==> config.mk <==
export PLATFORM = sky130hd
export DESIGN_NAME = axi_rd_arbiter
export DESIGN_NICKNAME = d
export VERILOG_FILES = /design/src/rtl/axi_rd_arbiter.sv
export SDC_FILE = /design/constraint.sdc
export NUM_CORES = 1
export LEC_CHECK = 0
export ABC_AREA = 1
export BUFFER_PORTS_ARGS = -buffer_cell sky130_fd_sc_hd__buf_2
export CAP_MARGIN = 40
export CELL_PAD_IN_SITES_DETAIL_PLACEMENT = 0
export CELL_PAD_IN_SITES_GLOBAL_PLACEMENT = 2
export CORE_UTILIZATION = 18
export CTS_BUF_LIST = sky130_fd_sc_hd__clkbuf_8 sky130_fd_sc_hd__clkbuf_16
export DETAILED_ROUTE_END_ITERATION = 10
export HOLD_SLACK_MARGIN = 0.02
export PLACE_DENSITY_LB_ADDON = 0.1
export SLEW_MARGIN = 20
export SYNTH_ARGS = -nofsm -noshare
export SYNTH_HDL_FRONTEND = slang
export SYNTH_SLANG_ARGS = --single-unit
==> constraint.sdc <==
create_clock -name clk -period 1.68 [get_ports clk]
set_clock_uncertainty 0.1 [all_clocks]
set_input_delay 0.168 -clock clk [delete_from_list [all_inputs] [get_ports clk]]
set_output_delay 0.168 -clock clk [all_outputs]
set_load 0.1 [all_outputs]
==> src/rtl/axi_rd_arbiter.sv <==
// Two-master AXI read-channel arbiter (AR/R), one burst in flight.
// Round-robin grant, registered AR stage, R routed back by grant.
module axi_rd_arbiter #(
  parameter int ADDR_W = 32,
  parameter int DATA_W = 32,
  parameter int ID_W   = 4,
  parameter int LEN_W  = 8
) (
  input  logic              clk,
  input  logic              reset,
  input  logic [ID_W-1:0]   m0_arid,
  input  logic [ADDR_W-1:0] m0_araddr,
  input  logic [LEN_W-1:0]  m0_arlen,
  input  logic              m0_arvalid,
  output logic              m0_arready,
  output logic [ID_W-1:0]   m0_rid,
  output logic [DATA_W-1:0] m0_rdata,
  output logic              m0_rlast,
  output logic              m0_rvalid,
  input  logic              m0_rready,
  input  logic [ID_W-1:0]   m1_arid,
  input  logic [ADDR_W-1:0] m1_araddr,
  input  logic [LEN_W-1:0]  m1_arlen,
  input  logic              m1_arvalid,
  output logic              m1_arready,
  output logic [ID_W-1:0]   m1_rid,
  output logic [DATA_W-1:0] m1_rdata,
  output logic              m1_rlast,
  output logic              m1_rvalid,
  input  logic              m1_rready,
  output logic [ID_W-1:0]   arid,
  output logic [ADDR_W-1:0] araddr,
  output logic [LEN_W-1:0]  arlen,
  output logic              arvalid,
  input  logic              arready,
  input  logic [ID_W-1:0]   rid,
  input  logic [DATA_W-1:0] rdata,
  input  logic              rlast,
  input  logic              rvalid,
  output logic              rready,
  output logic              busy,
  output logic              len_err
);

  typedef enum logic [1:0] {
    IDLE = 2'd0,
    ADDR = 2'd1,
    DATA = 2'd2
  } state_e;

  state_e              state_q, state_d;
  logic                grant_q, grant_d;
  logic                last_q, last_d;
  logic [ID_W-1:0]     ar_id_q, ar_id_d;
  logic [ADDR_W-1:0]   ar_addr_q, ar_addr_d;
  logic [LEN_W-1:0]    ar_len_q, ar_len_d;
  logic [LEN_W-1:0]    beat_q, beat_d;
  logic                len_err_q, len_err_d;

  logic any_req;
  logic winner;
  logic ar_hs;
  logic r_hs;
  logic fwd0;
  logic fwd1;

  // Winner: lone requester, else the one not served last time.
  assign any_req = m0_arvalid | m1_arvalid;
  assign winner  = (m0_arvalid & m1_arvalid) ? ~last_q
                                             : m1_arvalid;
  assign ar_hs   = (state_q == IDLE) & any_req & ~reset;

  assign m0_arready = ar_hs & ~winner;
  assign m1_arready = ar_hs &  winner;

  assign arvalid = (state_q == ADDR);
  assign arid    = ar_id_q;
  assign araddr  = ar_addr_q;
  assign arlen   = ar_len_q;

  assign fwd0 = (state_q == DATA) & ~grant_q;
  assign fwd1 = (state_q == DATA) &  grant_q;

  assign rready = fwd1 ? m1_rready
                       : (fwd0 & m0_rready);
  assign r_hs   = rvalid & rready;

  assign m0_rvalid = fwd0 & rvalid;
  assign m0_rid    = fwd0 ? rid   : '0;
  assign m0_rdata  = fwd0 ? rdata : '0;
  assign m0_rlast  = fwd0 & rlast;

  assign m1_rvalid = fwd1 & rvalid;
  assign m1_rid    = fwd1 ? rid   : '0;
  assign m1_rdata  = fwd1 ? rdata : '0;
  assign m1_rlast  = fwd1 & rlast;

  assign busy    = (state_q != IDLE);
  assign len_err = len_err_q;

  // Next state, request capture and beat accounting.
  always_comb begin
    state_d   = state_q;
    grant_d   = grant_q;
    last_d    = last_q;
    ar_id_d   = ar_id_q;
    ar_addr_d = ar_addr_q;
    ar_len_d  = ar_len_q;
    beat_d    = beat_q;
    len_err_d = len_err_q;
    unique case (state_q)
      IDLE: begin
        if (ar_hs) begin
          state_d   = ADDR;
          grant_d   = winner;
          ar_id_d   = winner ? m1_arid   : m0_arid;
          ar_addr_d = winner ? m1_araddr : m0_araddr;
          ar_len_d  = winner ? m1_arlen  : m0_arlen;
          beat_d    = '0;
        end
      end
      ADDR: begin
        if (arready) begin
          state_d = DATA;
        end
      end
      DATA: begin
        if (r_hs) begin
          if (rlast) begin
            if (beat_q != ar_len_q) begin
              len_err_d = 1'b1;
            end
            last_d  = grant_q;
            state_d = IDLE;
          end else begin
            if (beat_q == ar_len_q) begin
              len_err_d = 1'b1;
            end
            if (beat_q != '1) begin
              beat_d = beat_q + 1'b1;
            end
          end
        end
      end
      default: begin
        state_d = IDLE;
      end
    endcase
  end

  // State registers; reset abandons any burst in flight.
  always_ff @(posedge clk) begin
    if (reset) begin
      state_q   <= IDLE;
      grant_q   <= 1'b0;
      last_q    <= 1'b1;
      ar_id_q   <= '0;
      ar_addr_q <= '0;
      ar_len_q  <= '0;
      beat_q    <= '0;
      len_err_q <= 1'b0;
    end else begin
      state_q   <= state_d;
      grant_q   <= grant_d;
      last_q    <= last_d;
      ar_id_q   <= ar_id_d;
      ar_addr_q <= ar_addr_d;
      ar_len_q  <= ar_len_d;
      beat_q    <= beat_d;
      len_err_q <= len_err_d;
    end
  end

endmodule
==> impl_metrics.env, run 1 <==
export IMPL_place_hpwl_um=11000
export IMPL_ys_warn_count=0
export IMPL_fin_area_um2=8630
export IMPL_hold_class="in2reg"
export IMPL_clockRootBuffer="clkbuf_16"
export IMPL_rows=48
export IMPL_synthTopCellsByArea="dfxtp_1 (36%), nand2_1 (20%), nor2_1 (11%)"
export IMPL_slew_violations=0
export IMPL_cts_tree="done"
export IMPL_finalSetupViolCount=105
export IMPL_track_usage_pct=15.9
export IMPL_cp_max_fo=7
export IMPL_drv_cap=0
export IMPL_synth_area_um2=3210
export IMPL_synth_distinct_cells=24
export IMPL_ys_ff_latch=57
export IMPL_drt_first_pass_iters=4
export IMPL_ir_drop_mv=0.414
export IMPL_ys_async_sr_fraction_pct=0
export IMPL_power_density_nw_per_um2=709
export IMPL_synthCells=522
export IMPL_drive_gt1_share_pct=49.9
export IMPL_dp_cells=1009
export IMPL_grt_pass1_vias=4638
export IMPL_wire_per_inst_um=13.9
export IMPL_vias=4770
export IMPL_clock_latency_ns=0.32
export IMPL_synth_most_common_cell="nand2_1"
export IMPL_synth_top_area_share_pct=35.6
export IMPL_remaining_drc_errors=0
export IMPL_crit_chain="inv_4 > nand2_8 > nor2_4 > clkinv_4 > buf_12 > clkbuf_16 > nor2_4 > buf_12"
export IMPL_violations="setup timing"
export IMPL_clkTransAtPathRegs_ns=0.05
export IMPL_outcome="complete, but fails checks"
export IMPL_cts_buffers=9
export IMPL_relSlewSlack_pct=58.7
export IMPL_cp_slowest_cell="dfxtp_4"
export IMPL_stdcell_count=1147
export IMPL_grt_pass1_wl_um=23000
export IMPL_reg2reg_slack_ns=-0.06
export IMPL_endpoint_kind="output pin"
export IMPL_antenna_found_initial=0
export IMPL_cts_max_level=3
export IMPL_setup_worst_path_start_class="register"
export IMPL_yosys_area_top_type="dfxtp_1"
export IMPL_die_h_um=136
export IMPL_syn_num_nets=656
export IMPL_clock_sinks=57
export IMPL_fin_nets=1051
export IMPL_io_pins=259
export IMPL_fin_tns_setup_ns=-11.33
export IMPL_cp_arrival_ns=1.59
export IMPL_min_period_ns=1.85
export IMPL_grt_setup_unrepaired="yes"
export IMPL_portBuffers=258
export IMPL_synthToLayoutAreaGrowth_pct=169
export IMPL_core_area_um2=17400
export IMPL_ys_seq_area_share_pct=35.6
export IMPL_cpPeakStageDelay_ns=0.35
export IMPL_avgSynthCellArea_um2=6.15
export IMPL_wirelength_um=15900
export IMPL_clock_fmax_ghz=0.539
export IMPL_period_share_pct=110
export IMPL_globalplace_congestion=0.735
export IMPL_grt_max_degree=55
export IMPL_synth_ff_type="dfxtp_1"
export IMPL_start_util_pct=18.5
export IMPL_finalHoldViolations=0
export IMPL_fin_ws_ns=-0.175
export IMPL_leakagePower_nw=3.72
export IMPL_synth_edff_count=0
export IMPL_viasPerCell=4.16
export IMPL_synth_common_cells="nand2_1 (175), nor2_1 (94), inv_1 (64)"
export IMPL_antenna_left=0
export IMPL_tightest_slew_ns=0.619
export IMPL_chipWidth_um=136
export IMPL_fillers=1625
export IMPL_required_ns=1.41
export IMPL_worstSetupPathType="reg2out"
export IMPL_place_area_um2=6850
export IMPL_initialDrtViolationCount=117
export IMPL_clk_path_buf_depth=2
export IMPL_dieArea_um2=18400
export IMPL_overflow=0
layout make-up:
type | count | area [µm²] | area share (%)
clock buffer | 12 | 278 | 3.22
inverter | 65 | 259 | 3.00
sequential | 57 | 1160 | 13.4
tap | 225 | 282 | 3.26
timing repair buffer | 414 | 4300 | 49.9
antenna | 1 | 2.50 | 0.0290
clock inverter | 3 | 13.8 | 0.160
multi-input combinational | 370 | 2330 | 27.0
path summary, 6_finish.rpt:
kind                                  from      endpoint  cells past startpoint
worst max register to register  state_q[1]    araddr[20]                      9
worst min register to register     len_err       len_err                      2
worst max-delay path            state_q[0]  m1_rdata[18]                      8
worst min-delay path            m1_arid[1]       arid[1]                      3
registers in the layout, indices dropped and copies added, names as in the netlist:
| name | flops |
|---|---|
| state_q | 2 |
| beat_q | 8 |
| arid | 4 |
| arlen | 8 |
| araddr | 32 |
| grant_q | 1 |
| len_err | 1 |
| last_q | 1 |
placed cells by master, fill, tap and decap left out, drive strengths merged:
cell | Yosys | layout
nor3b | 1 | 1
buf | 18 | 323
clkbuf | 12 | 20
a21oi | 16 | 16
dlygate4sd3 | 0 | 83
o21ai | 5 | 5
nand4 | 13 | 13
clkinv | 0 | 3
o211ai | 1 | 1
a211oi | 1 | 1
inv | 65 | 65
nand3 | 9 | 9
nor2 | 97 | 97
a22oi | 3 | 3
dfxtp | 57 | 57
xnor2 | 5 | 5
a31oi | 41 | 41
diode | 0 | 1
nand2 | 177 | 177
ha | 1 | 1
through the flow:
stage	hold slack, ns	util [%]	total power, mW	setup slack (ns)
6_report	0.0311	49.7	6.12	-0.175
5_1_grt	0.0359	49.7	6.38	-0.229
4_1_cts	0.0210	47.3	6.02	-0.210
3_5_place_dp	0.329	39.5	3.96	0.0326
3_3_place_gp	0.325	39.5	3.95	0.0591
2_1_floorplan	0.216	-	3.23	-0.0816
per-layer routing:
layer	wire length, µm	vias up	global-route usage (%)
met5	0	-	0
met1	6800	2136	19.0
met4	223	0	5.37
met3	894	14	3.22
li1	-	2432	-
met2	8020	188	28.1
worst max-delay path, delay by kind of cell, from the launching register on:
family / cells / cell delay, ns
flops: 1 / 0.35
simple gates: 3 / 0.28
buf+inv: 5 / 0.63
what timing repair did:
action	4_1_cts	5_1_grt
buffers inserted	17	11
hold buffers	83	0
hold endpoints to repair	44	0
setup endpoints to repair	76	133
cloned	2	11
resized for setup	10	34
pin swaps	5	14
power by group:
group / internal (mW) / switching [mW]
clock network: 1.15 / 0.627
registers: 1.45 / 0.0589
logic: 0.990 / 1.84
total: 3.59 / 2.53
logic make-up after synthesis:
kind of cell | synth area share, %
DFF | 35.6
AOI/OAI and AO/OA | 13.2
and+or+nand+nor | 37.4
xor gates and xnor gates | 1.36
buffers and inverters | 12.1
adders and majority gates | 0.390
Note: power is estimated with default switching activity, not from simulation.
==> run 2, diff against run 1 <==
CORE_ASPECT_RATIO = 0.5   (was unset)
PLACE_DENSITY_LB_ADDON = 0.15   (was 0.1)
==> run 2 against run 1 <==
- clock-buffer cell count did not move
- sequential cell count did not move
- first-iteration DRC count fell by 1.7%
- non-clock buffer count fell by 24
- the flow still finishes with violations (setup timing)
- final area fell by 4.7%
- via count fell by 3.2%
- hold slack got worse by 0.0020 ns
- combinational power fell by 5%
- power fell by 2.0%
- largest cell class unchanged
- clock power barely moved
==> impl_metrics.env, run 2 (synthesized netlist as in run 1, its figures left out) <==
export IMPL_place_hpwl_um=10900
export IMPL_dieArea_um2=18400
export IMPL_min_path_cells=3
export IMPL_reg2reg_slack_ns=0.09
export IMPL_leakagePower_nw=3.50
export IMPL_finalSetupViolCount=78
export IMPL_vias=4616
export IMPL_fillers=1698
export IMPL_grt_max_degree=55
export IMPL_cts_buffers=9
export IMPL_fin_ws_ns=-0.144
export IMPL_violations="setup timing"
export IMPL_overflow=0
export IMPL_cpPeakStageDelay_ns=0.35
export IMPL_outcome="complete, but fails checks"
export IMPL_wire_per_inst_um=13.7
export IMPL_io_pins=259
export IMPL_place_area_um2=6770
export IMPL_cts_tree="done"
export IMPL_power_density_nw_per_um2=729
export IMPL_worstSetupPathType="reg2out"
export IMPL_crit_chain="inv_4 > nand2_8 > nor2_4 > clkinv_4 > buf_12 > nor2_4 > buf_12"
export IMPL_critical_path_depth=7
export IMPL_cp_arrival_ns=1.56
export IMPL_period_share_pct=109
export IMPL_mostFrequentLayoutCell="buf_2"
export IMPL_drt_first_pass_iters=4
export IMPL_viasPerCell=4.08
export IMPL_path_delay_family="buffers and inverters"
export IMPL_fin_area_um2=8220
export IMPL_wirelength_um=15500
export IMPL_ir_drop_mv=0.505
export IMPL_remaining_drc_errors=0
export IMPL_portBuffers=258
export IMPL_clock_sinks=57
export IMPL_antenna_found_initial=0
export IMPL_r2r_cells=8
export IMPL_synthToLayoutAreaGrowth_pct=156
export IMPL_start_util_pct=18.4
export IMPL_die_h_um=96.4
export IMPL_required_ns=1.41
export IMPL_drive_gt1_share_pct=47.5
export IMPL_worst_path_buf_inv=4
export IMPL_setup_worst_path_start_class="register"
export IMPL_rows=34
export IMPL_cp_slowest_cell="dfxtp_4"
export IMPL_final_cell_mix="buf_2 (178), nand2_1 (172), dlygate4sd3_1 (87), buf_12 (87), nor2_4 (82)"
export IMPL_cts_max_level=3
export IMPL_largest_reg_flops=32
export IMPL_clock_latency_ns=0.32
export IMPL_clk_path_buf_depth=2
export IMPL_initialDrtViolationCount=115
export IMPL_globalplace_congestion=0.761
export IMPL_grt_pass1_vias=4322
export IMPL_antenna_cells=0
export IMPL_power_total_mw=5.99
export IMPL_drv_cap=0
export IMPL_min_period_ns=1.82
export IMPL_chipWidth_um=191
export IMPL_antenna_left=0
export IMPL_clock_fmax_ghz=0.548
export IMPL_slew_violations=0
export IMPL_finalHoldViolations=0
export IMPL_grt_pass1_wl_um=22300
export IMPL_track_usage_pct=15.5
export IMPL_hold_class="in2reg"
export IMPL_core_area_um2=17400
export IMPL_endpoint_kind="output pin"
export IMPL_clockRootBuffer="clkbuf_16"
export IMPL_cp_max_fo=11
export IMPL_clkTransAtPathRegs_ns=0.05
export IMPL_fin_nets=1027
export IMPL_relSlewSlack_pct=56.1
export IMPL_grt_setup_unrepaired="yes"
export IMPL_tightest_slew_ns=0.658
## run 2: power by group
| part | switching [mW] | internal (mW) | leakage [nW] |
|---|---|---|---|
| Combinational | 1.81 | 0.873 | 2.88 |
| Sequential | 0.0615 | 1.45 | 0.470 |
| Clock | 0.646 | 1.15 | 0.151 |
| Total | 2.52 | 3.48 | 3.50 |
## run 2: through the flow
stage	worst slack [ns]	instances	hold WS [ns]	util [%]	setup TNS [ns]
4_1_cts	-0.165	1128	0.0226	46.7	-9.79
6_report	-0.144	1131	0.0291	47.3	-8.48
3_3_place_gp	0.117	1012	0.324	38.9	0
5_1_grt	-0.213	1131	0.0385	47.3	-14.05
3_5_place_dp	0.0743	1012	0.325	38.9	0
2_1_floorplan	-0.0816	522	0.216	-	-2.72
## run 2: per-layer routing
layer  GRT usage, %  vias to the layer above  share of wire, %
met4           3.13                        0              0.87
met5              0                        -                 0
met2           26.4                      146                47
met1           20.1                     2083                46
li1               -                     2378                 -
met3           3.76                        9               5.5
## run 2: worst register-to-register path: cells and delay by family, from the launching register on
kind,cells,cell delay (ns)
buffers and inverters,3,0.45
DFF,1,0.35
and+or+nand+nor,3,0.34
AOI/OAI and AO/OA,2,0.29
## run 2: what timing repair did
action | 4_1_cts | 5_1_grt
gates resized for setup | 11 | 18
hold endpoints to repair | 45 | 0
endpoints found under the setup margin | 78 | 128
hold buffers | 87 | 0
buffers inserted | 12 | 1
gates cloned | 3 | 2
pin swaps | 4 | 5
## run 2: final timing paths
| kind | startpoint | endpoint |
|---|---|---|
| setup / recovery | state_q[0] | m0_rdata[10] |
| hold reg to reg | len_err | len_err |
| setup reg to reg | state_q[0] | araddr[1] |
| hold / removal | m1_araddr[11] | araddr[11] |
## run 2: layout make-up
type	instances	area, µm²	area share, %
clock inverters	3	13.8	0.167
clock buffers	12	278	3.38
inverters	65	256	3.12
multi-input cells	370	2320	28.2
well taps	234	293	3.56
repair buffers	390	3900	47.5
flip-flops and latches	57	1160	14.1
==> run 3, diff against run 2 <==
SETUP_SLACK_MARGIN = 0.15   (was unset)
==> run 3 against run 2 <==
- the run still ends with setup timing left
- global-route usage is 1.0 points higher
- utilization is 3.5 points higher
- critical path type unchanged
- non-clock buffer count is 27 higher
- worst setup slack worse by 0.00088 ns
- first-iteration DRC count is 22% higher
- power is 4.5% higher
- register-to-register slack worse by 0.14 ns
- sequential power hardly changed
- combinational power is 7.5% higher
- via count is 4.2% higher
- clock power is 4% higher
- fmax hardly changed
==> impl_metrics.env, run 3 (synthesized netlist as in run 1, its figures left out) <==
export IMPL_remaining_drc_errors=0
export IMPL_io_pins=259
export IMPL_outcome="complete, but fails checks"
export IMPL_clkTransAtPathRegs_ns=0.05
export IMPL_cts_max_level=3
export IMPL_setup_worst_path_start_class="register"
export IMPL_stdcell_count=1158
export IMPL_start_util_pct=18.4
export IMPL_grt_pass1_wl_um=23500
export IMPL_cp_arrival_ns=1.56
export IMPL_dp_cells=1015
export IMPL_netSwitchingPower_mw=2.58
export IMPL_wirelength_um=16400
export IMPL_worstSetupPathType="reg2out"
export IMPL_wire_per_inst_um=14.1
export IMPL_antenna_found_initial=0
export IMPL_cpMostUsedCell="nor2_4"
export IMPL_relSlewSlack_pct=55.8
export IMPL_grt_pass1_vias=4530
export IMPL_clock_sinks=57
export IMPL_clk_path_buf_depth=2
export IMPL_finalSetupViolCount=108
export IMPL_cts_buffers=9
export IMPL_place_area_um2=6780
export IMPL_clock_power_share_pct=29.8
export IMPL_min_period_ns=1.82
export IMPL_fin_ws_ns=-0.144
export IMPL_drt_first_pass_iters=6
export IMPL_core_area_um2=17400
export IMPL_dieArea_um2=18400
export IMPL_antenna_cells=0
export IMPL_min_path_cells=3
export IMPL_clockRootBuffer="clkbuf_16"
export IMPL_reg2reg_from="state_q[0]"
export IMPL_mostFrequentLayoutCell="buf_2"
export IMPL_final_cell_mix="buf_2 (177), nand2_1 (170), buf_12 (92)"
export IMPL_overflow=0
export IMPL_finalHoldViolations=0
export IMPL_grt_setup_unrepaired="yes"
export IMPL_antenna_left=0
export IMPL_cpPeakStageDelay_ns=0.35
export IMPL_cts_tree="done"
export IMPL_min_from="m0_arid[0]"
export IMPL_power_density_nw_per_um2=709
export IMPL_initialDrtViolationCount=140
export IMPL_fin_nets=1054
export IMPL_ir_drop_mv=0.547
export IMPL_portBuffers=258
export IMPL_die_h_um=96.4
export IMPL_synthToLayoutAreaGrowth_pct=175
export IMPL_viasPerCell=4.16
export IMPL_required_ns=1.41
export IMPL_clock_latency_ns=0.33
export IMPL_seq_power_share_pct=24.2
export IMPL_leakagePower_nw=3.77
export IMPL_globalplace_congestion=0.781
export IMPL_hold_ws_ns=0.0308
export IMPL_tightest_slew_ns=0.664
export IMPL_power_total_mw=6.26
export IMPL_vias=4812
export IMPL_cp_startpoint="state_q[0]"
export IMPL_crit_chain="inv_4 > nand2_8 > nor2_4 > inv_8 > clkbuf_16 > nor2_4 > buf_12"
export IMPL_p_int_mw=3.68
export IMPL_drive_gt1_share_pct=50.6
export IMPL_place_hpwl_um=11000
export IMPL_reg2reg_slack_ns=-0.05
export IMPL_largest_reg_flops=32
export IMPL_cp_slowest_cell="dfxtp_4"
export IMPL_period_share_pct=109
export IMPL_track_usage_pct=16.5
export IMPL_violations="setup timing"
export IMPL_grt_max_degree=55
export IMPL_hold_class="in2reg"
export IMPL_fin_tns_setup_ns=-9.63
export IMPL_fin_area_um2=8830
export IMPL_combPwrFrac_pct=46.0
export IMPL_drv_cap=0
export IMPL_swShare_pct=41.2
export IMPL_cp_max_fo=7
export IMPL_r2r_cells=10
export IMPL_chipWidth_um=191
export IMPL_slew_violations=0
export IMPL_clock_fmax_ghz=0.548
export IMPL_endpoint_kind="output pin"
export IMPL_rows=34
-- run 3: critical path, delay by kind of cell (launching register included) --
| family | cells | cell delay (ns) |
|---|---|---|
| buffers and inverters | 4 | 0.53 |
| AND/OR/NAND/NOR | 3 | 0.34 |
| flip-flops | 1 | 0.35 |
-- run 3: cell type report --
class                           count  area (µm²)
Timing Repair Buffer              417        4450
Clock buffer                       11         253
Multi-Input combinational cell    370        2370
Sequential cell                    57        1160
Fill cell                        1650        8570
Inverter                           65         262
Clock inverter                      4        43.8
Tap cell                          234         293
-- run 3: power by group through the flow --
stage | registers, mW | logic, mW | clock network [mW]
floorplan | 2.14 | 1.09 | 0
global placement | 1.55 | 2.39 | 0
detailed placement | 1.55 | 2.39 | 0
CTS | 1.52 | 2.71 | 1.91
global route | 1.53 | 3.02 | 1.98
finish | 1.52 | 2.88 | 1.87
-- run 3: final timing paths --
check                                    end
worst max-delay path            m1_rdata[16]
worst min-delay path                 arid[0]
worst max register to register     araddr[5]
worst min register to register       len_err
-- run 3: metal layers --
metal | vias up | share of wire, % | global-route usage (%)
met5 | - | 0 | 0
met1 | 2204 | 45 | 20.7
li1 | 2440 | - | -
met2 | 160 | 48 | 28.7
met4 | 0 | 0.62 | 2.33
met3 | 8 | 6.2 | 4.95
-- run 3: through the flow --
stage,util [%],setup slack [ns]
after detailed placement,39.0,0.0769
after global placement,39.0,0.115
after global routing,50.8,-0.216
final,50.8,-0.144
after CTS,48.1,-0.192
after floorplan,-,-0.0931
-- run 3: what timing repair did --
item / in CTS / in global routing
hold buffers: 88 / 0
endpoints found under the setup margin: 117 / 136
hold endpoints to repair: 45 / 0
resized for setup: 32 / 50
cloned: 5 / 11
setup buffers: 18 / 6
pin swaps: 9 / 42
